File: src/rtl/cpu_bus_ctrl_if.sv
// CPU-side bus of cpu_bus_ctrl: 6502 address, write strobe and data,
// plus the read-data return and the DMA stall line back to the core.
interface cpu_bus_ctrl_if;
    logic [15:0] cpu_addr;
    logic        cpu_we;
    logic [7:0]  cpu_din;
    logic [7:0]  cpu_dout;
    logic        cpu_rdy;

    modport master (
        output cpu_addr,
        output cpu_we,
        output cpu_din,
        input  cpu_dout,
        input  cpu_rdy
    );

    modport slave (
        input  cpu_addr,
        input  cpu_we,
        input  cpu_din,
        output cpu_dout,
        output cpu_rdy
    );
endinterface

File: src/rtl/cpu_bus_ctrl.sv
// CPU memory-map controller: mirrored work RAM, UxROM PRG banking, PPU register window,
// NES controller shift registers and a CPU-stalling OAM DMA engine. Define
// CPU_BUS_CTRL_CTRL2_EN to add the second controller port at $4017.
module cpu_bus_ctrl #(
    parameter int RAM_AW    = 11,
    parameter int BANK_BITS = 3,
    parameter int DMA_LEN   = 256
) (
    input  logic                   clk,
    input  logic                   reset,
    cpu_bus_ctrl_if.slave          cpu,
    output logic [RAM_AW-1:0]      ram_addr,
    output logic                   ram_we,
    output logic [7:0]             ram_din,
    input  logic [7:0]             ram_dout,
    output logic [BANK_BITS+13:0]  prg_addr,
    input  logic [7:0]             prg_dout,
    output logic                   ppu_reg_cs,
    output logic [2:0]             ppu_reg_addr,
    output logic                   ppu_reg_we,
    output logic [7:0]             ppu_reg_din,
    input  logic [7:0]             ppu_reg_dout,
    output logic                   oam_we,
    output logic [7:0]             oam_addr,
    output logic [7:0]             oam_din,
    input  logic [7:0]             keystates
`ifdef CPU_BUS_CTRL_CTRL2_EN
    ,
    input  logic [7:0]             keystates2
`endif
);

    localparam logic [1:0] ST_IDLE  = 2'd0;
    localparam logic [1:0] ST_ALIGN = 2'd1;
    localparam logic [1:0] ST_RD    = 2'd2;
    localparam logic [1:0] ST_WR    = 2'd3;

    localparam logic [7:0] LAST_IDX = 8'(DMA_LEN - 1);

    typedef enum logic [2:0] {
        SEL_OPEN,
        SEL_RAM,
        SEL_PRG,
        SEL_PPU,
        SEL_CTRL
    } sel_t;

    logic [1:0]           state_q, state_d;
    logic [7:0]           page_q, page_d;
    logic [7:0]           idx_q, idx_d;
    logic [BANK_BITS-1:0] bank_q, bank_d;
    logic                 strobe_q, strobe_d;
    logic [7:0]           shift_q, shift_d;
    sel_t                 sel_q, sel_d;
    logic                 ctrl_bit_q, ctrl_bit_d;
`ifdef CPU_BUS_CTRL_CTRL2_EN
    logic [7:0]           shift2_q, shift2_d;
    logic                 is_ctrl2;
`endif

    logic                 busy;
    logic                 cpu_wr;
    logic                 cpu_rd;
    logic [15:0]          eff_addr;
    logic                 is_ram, is_ppu, is_prg, is_dma, is_ctrl1;
    logic [BANK_BITS-1:0] bank_sel;
    logic [7:0]           rd_data;

    // While DMA owns the bus the CPU is stalled, so its strobes and address are ignored.
    assign busy     = (state_q != ST_IDLE);
    assign eff_addr = busy ? {page_q, idx_q} : cpu.cpu_addr;
    assign cpu_wr   = !busy && cpu.cpu_we;
    assign cpu_rd   = !busy && !cpu.cpu_we;

    assign is_ram   = (eff_addr[15:13] == 3'b000);
    assign is_ppu   = (eff_addr[15:13] == 3'b001);
    assign is_prg   = eff_addr[15];
    assign is_dma   = (eff_addr == 16'h4014);
    assign is_ctrl1 = (eff_addr == 16'h4016);
`ifdef CPU_BUS_CTRL_CTRL2_EN
    assign is_ctrl2 = (eff_addr == 16'h4017);
`endif

    // The upper 16 KB window is hard-wired to the last bank.
    assign bank_sel = eff_addr[14] ? {BANK_BITS{1'b1}} : bank_q;

    // Address-side outputs
    assign ram_addr     = eff_addr[RAM_AW-1:0];
    assign ram_we       = cpu_wr && is_ram;
    assign ram_din      = cpu.cpu_din;
    assign prg_addr     = {bank_sel, eff_addr[13:0]};
    assign ppu_reg_cs   = !busy && is_ppu;
    assign ppu_reg_addr = eff_addr[2:0];
    assign ppu_reg_we   = cpu_wr && is_ppu;
    assign ppu_reg_din  = cpu.cpu_din;

    assign oam_we       = (state_q == ST_WR);
    assign oam_addr     = (state_q == ST_WR) ? idx_q : 8'h00;
    assign oam_din      = (state_q == ST_WR) ? rd_data : 8'h00;

    assign cpu.cpu_rdy  = !busy;
    assign cpu.cpu_dout = rd_data;

    // Read select registered so it lines up with the 1-cycle latency of the sources.
    always_comb begin
        // NOTE: every always_comb output gets a default first so no path leaves it
        // holding its old value, which would infer a latch.
        sel_d      = SEL_OPEN;
        ctrl_bit_d = 1'b0;
        if (is_ram) begin
            sel_d = SEL_RAM;
        end else if (is_prg) begin
            sel_d = SEL_PRG;
        end else if (!busy) begin
            if (is_ppu) begin
                sel_d = SEL_PPU;
            end else if (is_ctrl1) begin
                sel_d      = SEL_CTRL;
                ctrl_bit_d = strobe_q ? keystates[0] : shift_q[0];
            end
`ifdef CPU_BUS_CTRL_CTRL2_EN
            else if (is_ctrl2) begin
                sel_d      = SEL_CTRL;
                ctrl_bit_d = strobe_q ? keystates2[0] : shift2_q[0];
            end
`endif
        end
    end

    always_comb begin
        rd_data = 8'h00;
        case (sel_q)
            SEL_RAM:  rd_data = ram_dout;
            SEL_PRG:  rd_data = prg_dout;
            SEL_PPU:  rd_data = ppu_reg_dout;
            SEL_CTRL: rd_data = {7'b0, ctrl_bit_q};
            default:  rd_data = 8'h00;
        endcase
    end

    // Controller strobe/shift; a strobed register reloads every cycle and never shifts.
    always_comb begin
        strobe_d = strobe_q;
        if (cpu_wr && is_ctrl1) begin
            strobe_d = cpu.cpu_din[0];
        end

        shift_d = shift_q;
        if (strobe_q) begin
            shift_d = keystates;
        end else if (cpu_rd && is_ctrl1) begin
            shift_d = {1'b1, shift_q[7:1]};
        end

`ifdef CPU_BUS_CTRL_CTRL2_EN
        shift2_d = shift2_q;
        if (strobe_q) begin
            shift2_d = keystates2;
        end else if (cpu_rd && is_ctrl2) begin
            shift2_d = {1'b1, shift2_q[7:1]};
        end
`endif
    end

    always_comb begin
        bank_d = bank_q;
        if (cpu_wr && is_prg) begin
            bank_d = cpu.cpu_din[BANK_BITS-1:0];
        end
    end

    // OAM DMA: one alignment cycle, then a read/write pair per byte.
    always_comb begin
        state_d = state_q;
        page_d  = page_q;
        idx_d   = idx_q;
        case (state_q)
            ST_IDLE: begin
                if (cpu_wr && is_dma) begin
                    page_d  = cpu.cpu_din;
                    idx_d   = 8'h00;
                    state_d = ST_ALIGN;
                end
            end
            ST_ALIGN: state_d = ST_RD;
            ST_RD:    state_d = ST_WR;
            ST_WR: begin
                idx_d   = idx_q + 8'd1;
                state_d = (idx_q == LAST_IDX) ? ST_IDLE : ST_RD;
            end
            default:  state_d = ST_IDLE;
        endcase
    end

    // NOTE: state flops use non-blocking assignments so every register samples
    // the pre-edge values, independent of statement order.
    always_ff @(posedge clk or posedge reset) begin
        if (reset) begin
            state_q    <= ST_IDLE;
            page_q     <= 8'h00;
            idx_q      <= 8'h00;
            bank_q     <= '0;
            strobe_q   <= 1'b0;
            shift_q    <= 8'h00;
            sel_q      <= SEL_OPEN;
            ctrl_bit_q <= 1'b0;
`ifdef CPU_BUS_CTRL_CTRL2_EN
            shift2_q   <= 8'h00;
`endif
        end else begin
            state_q    <= state_d;
            page_q     <= page_d;
            idx_q      <= idx_d;
            bank_q     <= bank_d;
            strobe_q   <= strobe_d;
            shift_q    <= shift_d;
            sel_q      <= sel_d;
            ctrl_bit_q <= ctrl_bit_d;
`ifdef CPU_BUS_CTRL_CTRL2_EN
            shift2_q   <= shift2_d;
`endif
        end
    end

endmodule

File: src/flat_wrapper.sv
// flat-port wrapper written by rule: the top's interface ports become plain ports
module cpu_bus_ctrl_flat 
#(
    parameter int RAM_AW    = 11,
    parameter int BANK_BITS = 3,
    parameter int DMA_LEN   = 256
)
  (clk, reset, ram_addr, ram_we, ram_din, ram_dout, prg_addr, prg_dout, ppu_reg_cs, ppu_reg_addr, ppu_reg_we, ppu_reg_din, ppu_reg_dout, oam_we, oam_addr, oam_din, keystates, cpu_cpu_addr, cpu_cpu_we, cpu_cpu_din, cpu_cpu_dout, cpu_cpu_rdy);
  cpu_bus_ctrl_if cpu_i ();
  input  logic clk;
  input  logic reset;
  output logic [RAM_AW-1:0] ram_addr;
  output logic ram_we;
  output logic [7:0] ram_din;
  input  logic [7:0] ram_dout;
  output logic [BANK_BITS+13:0] prg_addr;
  input  logic [7:0] prg_dout;
  output logic ppu_reg_cs;
  output logic [2:0] ppu_reg_addr;
  output logic ppu_reg_we;
  output logic [7:0] ppu_reg_din;
  input  logic [7:0] ppu_reg_dout;
  output logic oam_we;
  output logic [7:0] oam_addr;
  output logic [7:0] oam_din;
  input  logic [7:0] keystates;
  input wire logic [$bits(cpu_i.cpu_addr)-1:0] cpu_cpu_addr;
  input wire logic [$bits(cpu_i.cpu_we)-1:0] cpu_cpu_we;
  input wire logic [$bits(cpu_i.cpu_din)-1:0] cpu_cpu_din;
  output wire logic [$bits(cpu_i.cpu_dout)-1:0] cpu_cpu_dout;
  output wire logic [$bits(cpu_i.cpu_rdy)-1:0] cpu_cpu_rdy;
  assign cpu_i.cpu_addr = cpu_cpu_addr;
  assign cpu_i.cpu_we = cpu_cpu_we;
  assign cpu_i.cpu_din = cpu_cpu_din;
  assign cpu_cpu_dout = cpu_i.cpu_dout;
  assign cpu_cpu_rdy = cpu_i.cpu_rdy;
  cpu_bus_ctrl #(.RAM_AW(RAM_AW), .BANK_BITS(BANK_BITS), .DMA_LEN(DMA_LEN)) u_core (.clk(clk), .reset(reset), .cpu(cpu_i), .ram_addr(ram_addr), .ram_we(ram_we), .ram_din(ram_din), .ram_dout(ram_dout), .prg_addr(prg_addr), .prg_dout(prg_dout), .ppu_reg_cs(ppu_reg_cs), .ppu_reg_addr(ppu_reg_addr), .ppu_reg_we(ppu_reg_we), .ppu_reg_din(ppu_reg_din), .ppu_reg_dout(ppu_reg_dout), .oam_we(oam_we), .oam_addr(oam_addr), .oam_din(oam_din), .keystates(keystates));
endmodule
File: config.mk
export PLATFORM = sky130hd
export DESIGN_NAME = cpu_bus_ctrl_flat
export DESIGN_NICKNAME = d
export VERILOG_FILES = /design/src/rtl/cpu_bus_ctrl_if.sv /design/src/rtl/cpu_bus_ctrl.sv /design/src/flat_wrapper.sv
export SDC_FILE = /design/constraint.sdc
export NUM_CORES = 1
export LEC_CHECK = 0
export ABC_AREA = 1
export BUFFER_PORTS_ARGS = -buffer_cell sky130_fd_sc_hd__clkbuf_2
export CAP_MARGIN = 20
export CELL_PAD_IN_SITES_DETAIL_PLACEMENT = 0
export CELL_PAD_IN_SITES_GLOBAL_PLACEMENT = 1
export CORE_ASPECT_RATIO = 1.75
export CORE_MARGIN = 2
export CORE_UTILIZATION = 31
export CTS_BUF_LIST = sky130_fd_sc_hd__clkbuf_4
export DETAILED_ROUTE_END_ITERATION = 10
export PLACE_DENSITY = 0.85
export SLEW_MARGIN = 0
export SYNTH_ARGS = -nofsm -noshare
export SYNTH_HDL_FRONTEND = slang
export SYNTH_SLANG_ARGS = --single-unit
File: constraint.sdc
create_clock -name clk -period 2.8 [get_ports clk]
set_input_delay 0.56 -clock clk [delete_from_list [all_inputs] [get_ports clk]]
set_output_delay 0.56 -clock clk [all_outputs]
set_load 0.01 [all_outputs]
==> impl_metrics.env <==
export IMPL_synth_top_area_share_pct=34.5
export IMPL_fillCellCount=849
export IMPL_async_flop_share_pct=100
export IMPL_wl_per_cell_um=11.9
export IMPL_crit_path_start="u_core.state_q[0]$_DFFE_PP0P_"
export IMPL_finalWeightedCongestion=0.775
export IMPL_core_um2=7800
export IMPL_worstPathMaxFanout=17
export IMPL_grt_ovfl_total=0
export IMPL_vdd_drop_max_mv=0.208
export IMPL_path_class="reg -> out"
export IMPL_final_layout_size_suffix_gt1_share_pct=37.0
export IMPL_numCtsBuffers=5
export IMPL_total_clock_sinks=34
export IMPL_syn_num_nets=425
export IMPL_worst_slew_pin_transition_ps=491
export IMPL_final_std_cells_w_o_fill=564
export IMPL_synth_yosys_warnings=0
export IMPL_clock_skew_final_ps=11.5
export IMPL_hold_buffers=0
export IMPL_final_setup_worst_slack_ps=499
export IMPL_synth_xor_xnor_area_share_pct=0
export IMPL_postSynthCellCount=365
export IMPL_synth_main_ff_cell="sky130_fd_sc_hd__dfrtp_1"
export IMPL_fin_crit_share_pct=82.2
export IMPL_nets=534
export IMPL_vias_per_cell=4.57
export IMPL_comb_power_share_pct=46.4
export IMPL_timing_critical_path_from_type="flop"
export IMPL_synth_lib_cells_used_distinct=28
export IMPL_grt_pass1_vias=2315
export IMPL_pwr_density_cell_nw_per_um2=521
export IMPL_min_path_type="in -> async"
export IMPL_cts_path_max_buffers=2
export IMPL_dp_hpwl_mm=5.45
export IMPL_most_frequent_cell_after_synthesis="sky130_fd_sc_hd__nand2_1"
export IMPL_drt_iter0_drc=115
export IMPL_cts_clk_slew_worst_paths_ps=100
export IMPL_post_cts_resized_instances=0
export IMPL_combinational_family_with_the_most_area_after_synthesis="simple AND/OR/NAND/NOR gates"
export IMPL_initial_utilization_pct=31.6
export IMPL_yosys_mux_area_fraction_pct=0
export IMPL_rsz_0062_raised_after_global_routing="false"
export IMPL_grt_start_max_net_pins=35
export IMPL_reg2reg_start="u_core.state_q[0]$_DFFE_PP0P_"
export IMPL_fp_dieH_um=122
export IMPL_leakagePower_nw=1.84
export IMPL_std_cell_rows=43
export IMPL_relative_area_change_from_synthesis_to_final_layout_pct=23.8
export IMPL_clkLatencyLatePin_ps=340
export IMPL_switching_power_mw=0.674
export IMPL_floorplan_die_width_um=71.4
export IMPL_netlist_top_cells_area="sky130_fd_sc_hd__dfrtp_1, sky130_fd_sc_hd__nand2_1, sky130_fd_sc_hd__buf_4"
export IMPL_seq_power_share_pct=38.2
export IMPL_count_of_flip_flops_with_a_built_in_enable_after_synthesis=0
export IMPL_h_tree_depth=2
export IMPL_portbufs=134
export IMPL_dieArea_um2=8720
export IMPL_synth_area_um2=2470
export IMPL_synth_simple_gate_area_share_pct=39.9
export IMPL_finalMaxSlewViolations=0
export IMPL_run_status="finished clean"
export IMPL_finish_instance_area_um2=3050
export IMPL_setup_worst_path_end_class="output pin"
export IMPL_worst_ep_arrival_time_ps=1740
export IMPL_min_period_ps=2300
export IMPL_syn_area_per_cell_um2=6.76
export IMPL_numPlacedInstances=557
export IMPL_cp_required_ps=2240
export IMPL_fmax_mhz=435
export IMPL_routed_wirelength_mm=6.71
export IMPL_drv_max_cap_violation_count=0
export IMPL_groute_usage_overall_pct=15.2
export IMPL_ys_seq_area_share_pct=34.5
export IMPL_final_hold_viol_count=0
export IMPL_netlist_top_cell_by_area="sky130_fd_sc_hd__dfrtp_1"
export IMPL_pin_count=135
export IMPL_swShare_pct=42.4
export IMPL_final_setup_tns_ps=0
export IMPL_clock_power_share_pct=15.4
export IMPL_synth_common_cells="sky130_fd_sc_hd__nand2_1, sky130_fd_sc_hd__inv_1, sky130_fd_sc_hd__dfrtp_1"
export IMPL_detailroute_via_count=2577
export IMPL_yosys_register_bits=34
export IMPL_drt_pass1_iterations=4
export IMPL_synth_adder_area_share_pct=0.507
export IMPL_preCtsSetupSlack_ps=733
export IMPL_cts_root_buf="sky130_fd_sc_hd__clkbuf_4"
export IMPL_worst_slew_margin_rel_pct=67.2
export IMPL_synth_compound_gate_area_share_pct=7.30
export IMPL_area_of_placed_instances_um2=3010
export IMPL_cts_tree="yes"
export IMPL_final_setup_viol_count=0
export IMPL_power_internal_mw=0.917
export IMPL_route_antenna_remaining_nets=0
export IMPL_cts_post_setup_buffers_inserted=0
export IMPL_grt_pass1_wl_mm=10.6
export IMPL_hold_slack_ps=273
export IMPL_drc_errors=0
export IMPL_antenna_found_initial=1
[power by group through the flow]
stage	combinational, mW	sequential (mW)	clock (mW)
2_1_floorplan	0.519	0.608	0
3_3_place_gp	0.741	0.616	0
3_5_place_dp	0.748	0.619	0
4_1_cts	0.750	0.609	0.256
5_1_grt	0.832	0.619	0.268
6_report	0.738	0.609	0.245
[layer usage]
layer / track usage, % / share of wire, %
met5: 0 / 0
met4: 6.37 / 1.9
met3: 1.99 / 5.2
met2: 28.5 / 54
met1: 16.7 / 38
[final cells by class]
class	instances	area (µm²)	share of cell area [%]
Antenna cell	1	2.50	0.0819
Clock buffer	5	37.5	1.23
Clock inverter	1	3.75	0.123
Inverter	41	154	5.04
Multi-Input combinational cell	252	1180	38.5
Sequential cell	34	851	27.9
Tap cell	90	113	3.69
Timing Repair Buffer	140	716	23.4
[cell usage in the layout (no fill, tap or decap), types with 6 or more instances in the layout]
cell / n
sky130_fd_sc_hd__nand2_1: 143
sky130_fd_sc_hd__clkbuf_2: 134
sky130_fd_sc_hd__inv_1: 38
sky130_fd_sc_hd__dfrtp_1: 34
sky130_fd_sc_hd__nor2_1: 23
sky130_fd_sc_hd__nand3_1: 23
sky130_fd_sc_hd__o21ai_1: 11
sky130_fd_sc_hd__nand2_2: 9
sky130_fd_sc_hd__o21ai_0: 8
sky130_fd_sc_hd__nor2_2: 6
sky130_fd_sc_hd__buf_4: 6
[sequential cells by signal, indices dropped and copies added, names as in the netlist]
register / count
u_core.idx_q: 8
u_core.sel_q: 3
u_core.bank_q: 3
u_core.ctrl_bit_q: 1
u_core.shift_q: 8
u_core.page_q: 8
u_core.strobe_q: 1
u_core.state_q: 2
[path summary, 6_finish.rpt]
path,end,slack [ps],cells past startpoint
min in group clk,u_core.page_q[7]$_DFFE_PP0P_,460,3
worst min-delay path,u_core.page_q[2]$_DFFE_PP0P_,270,3
max in group asynchronous,u_core.idx_q[1]$_DFFE_PP0P_,2190,3
worst min register to register,u_core.page_q[7]$_DFFE_PP0P_,480,2
worst max register to register,u_core.idx_q[1]$_DFFE_PP0P_,740,9
worst max-delay path,ppu_reg_we,500,8
[stage by stage]
stage	total power, mW	util (%)
after detailed placement	1.37	38.6
final	1.59	39.2
after global routing	1.72	39.2
after floorplan	1.13	-
after global placement	1.36	38.6
after CTS	1.62	39.1
[kinds of logic after synthesis]
family	count (synthesis)
compound gates	31
fa+ha+maj	1
buf+inv	79
flops	34
simple gates	220
[worst max-delay path: stages (launching register included)]
cell                       delay [ps]
sky130_fd_sc_hd__dfrtp_1          450
sky130_fd_sc_hd__inv_2             90
sky130_fd_sc_hd__nand2_4          130
sky130_fd_sc_hd__nand2_1          130
sky130_fd_sc_hd__nand2_2           60
sky130_fd_sc_hd__nor2_1           140
sky130_fd_sc_hd__inv_1             80
sky130_fd_sc_hd__nor2_1           150
sky130_fd_sc_hd__clkbuf_2         170
(Power assumes the default switching activity.)
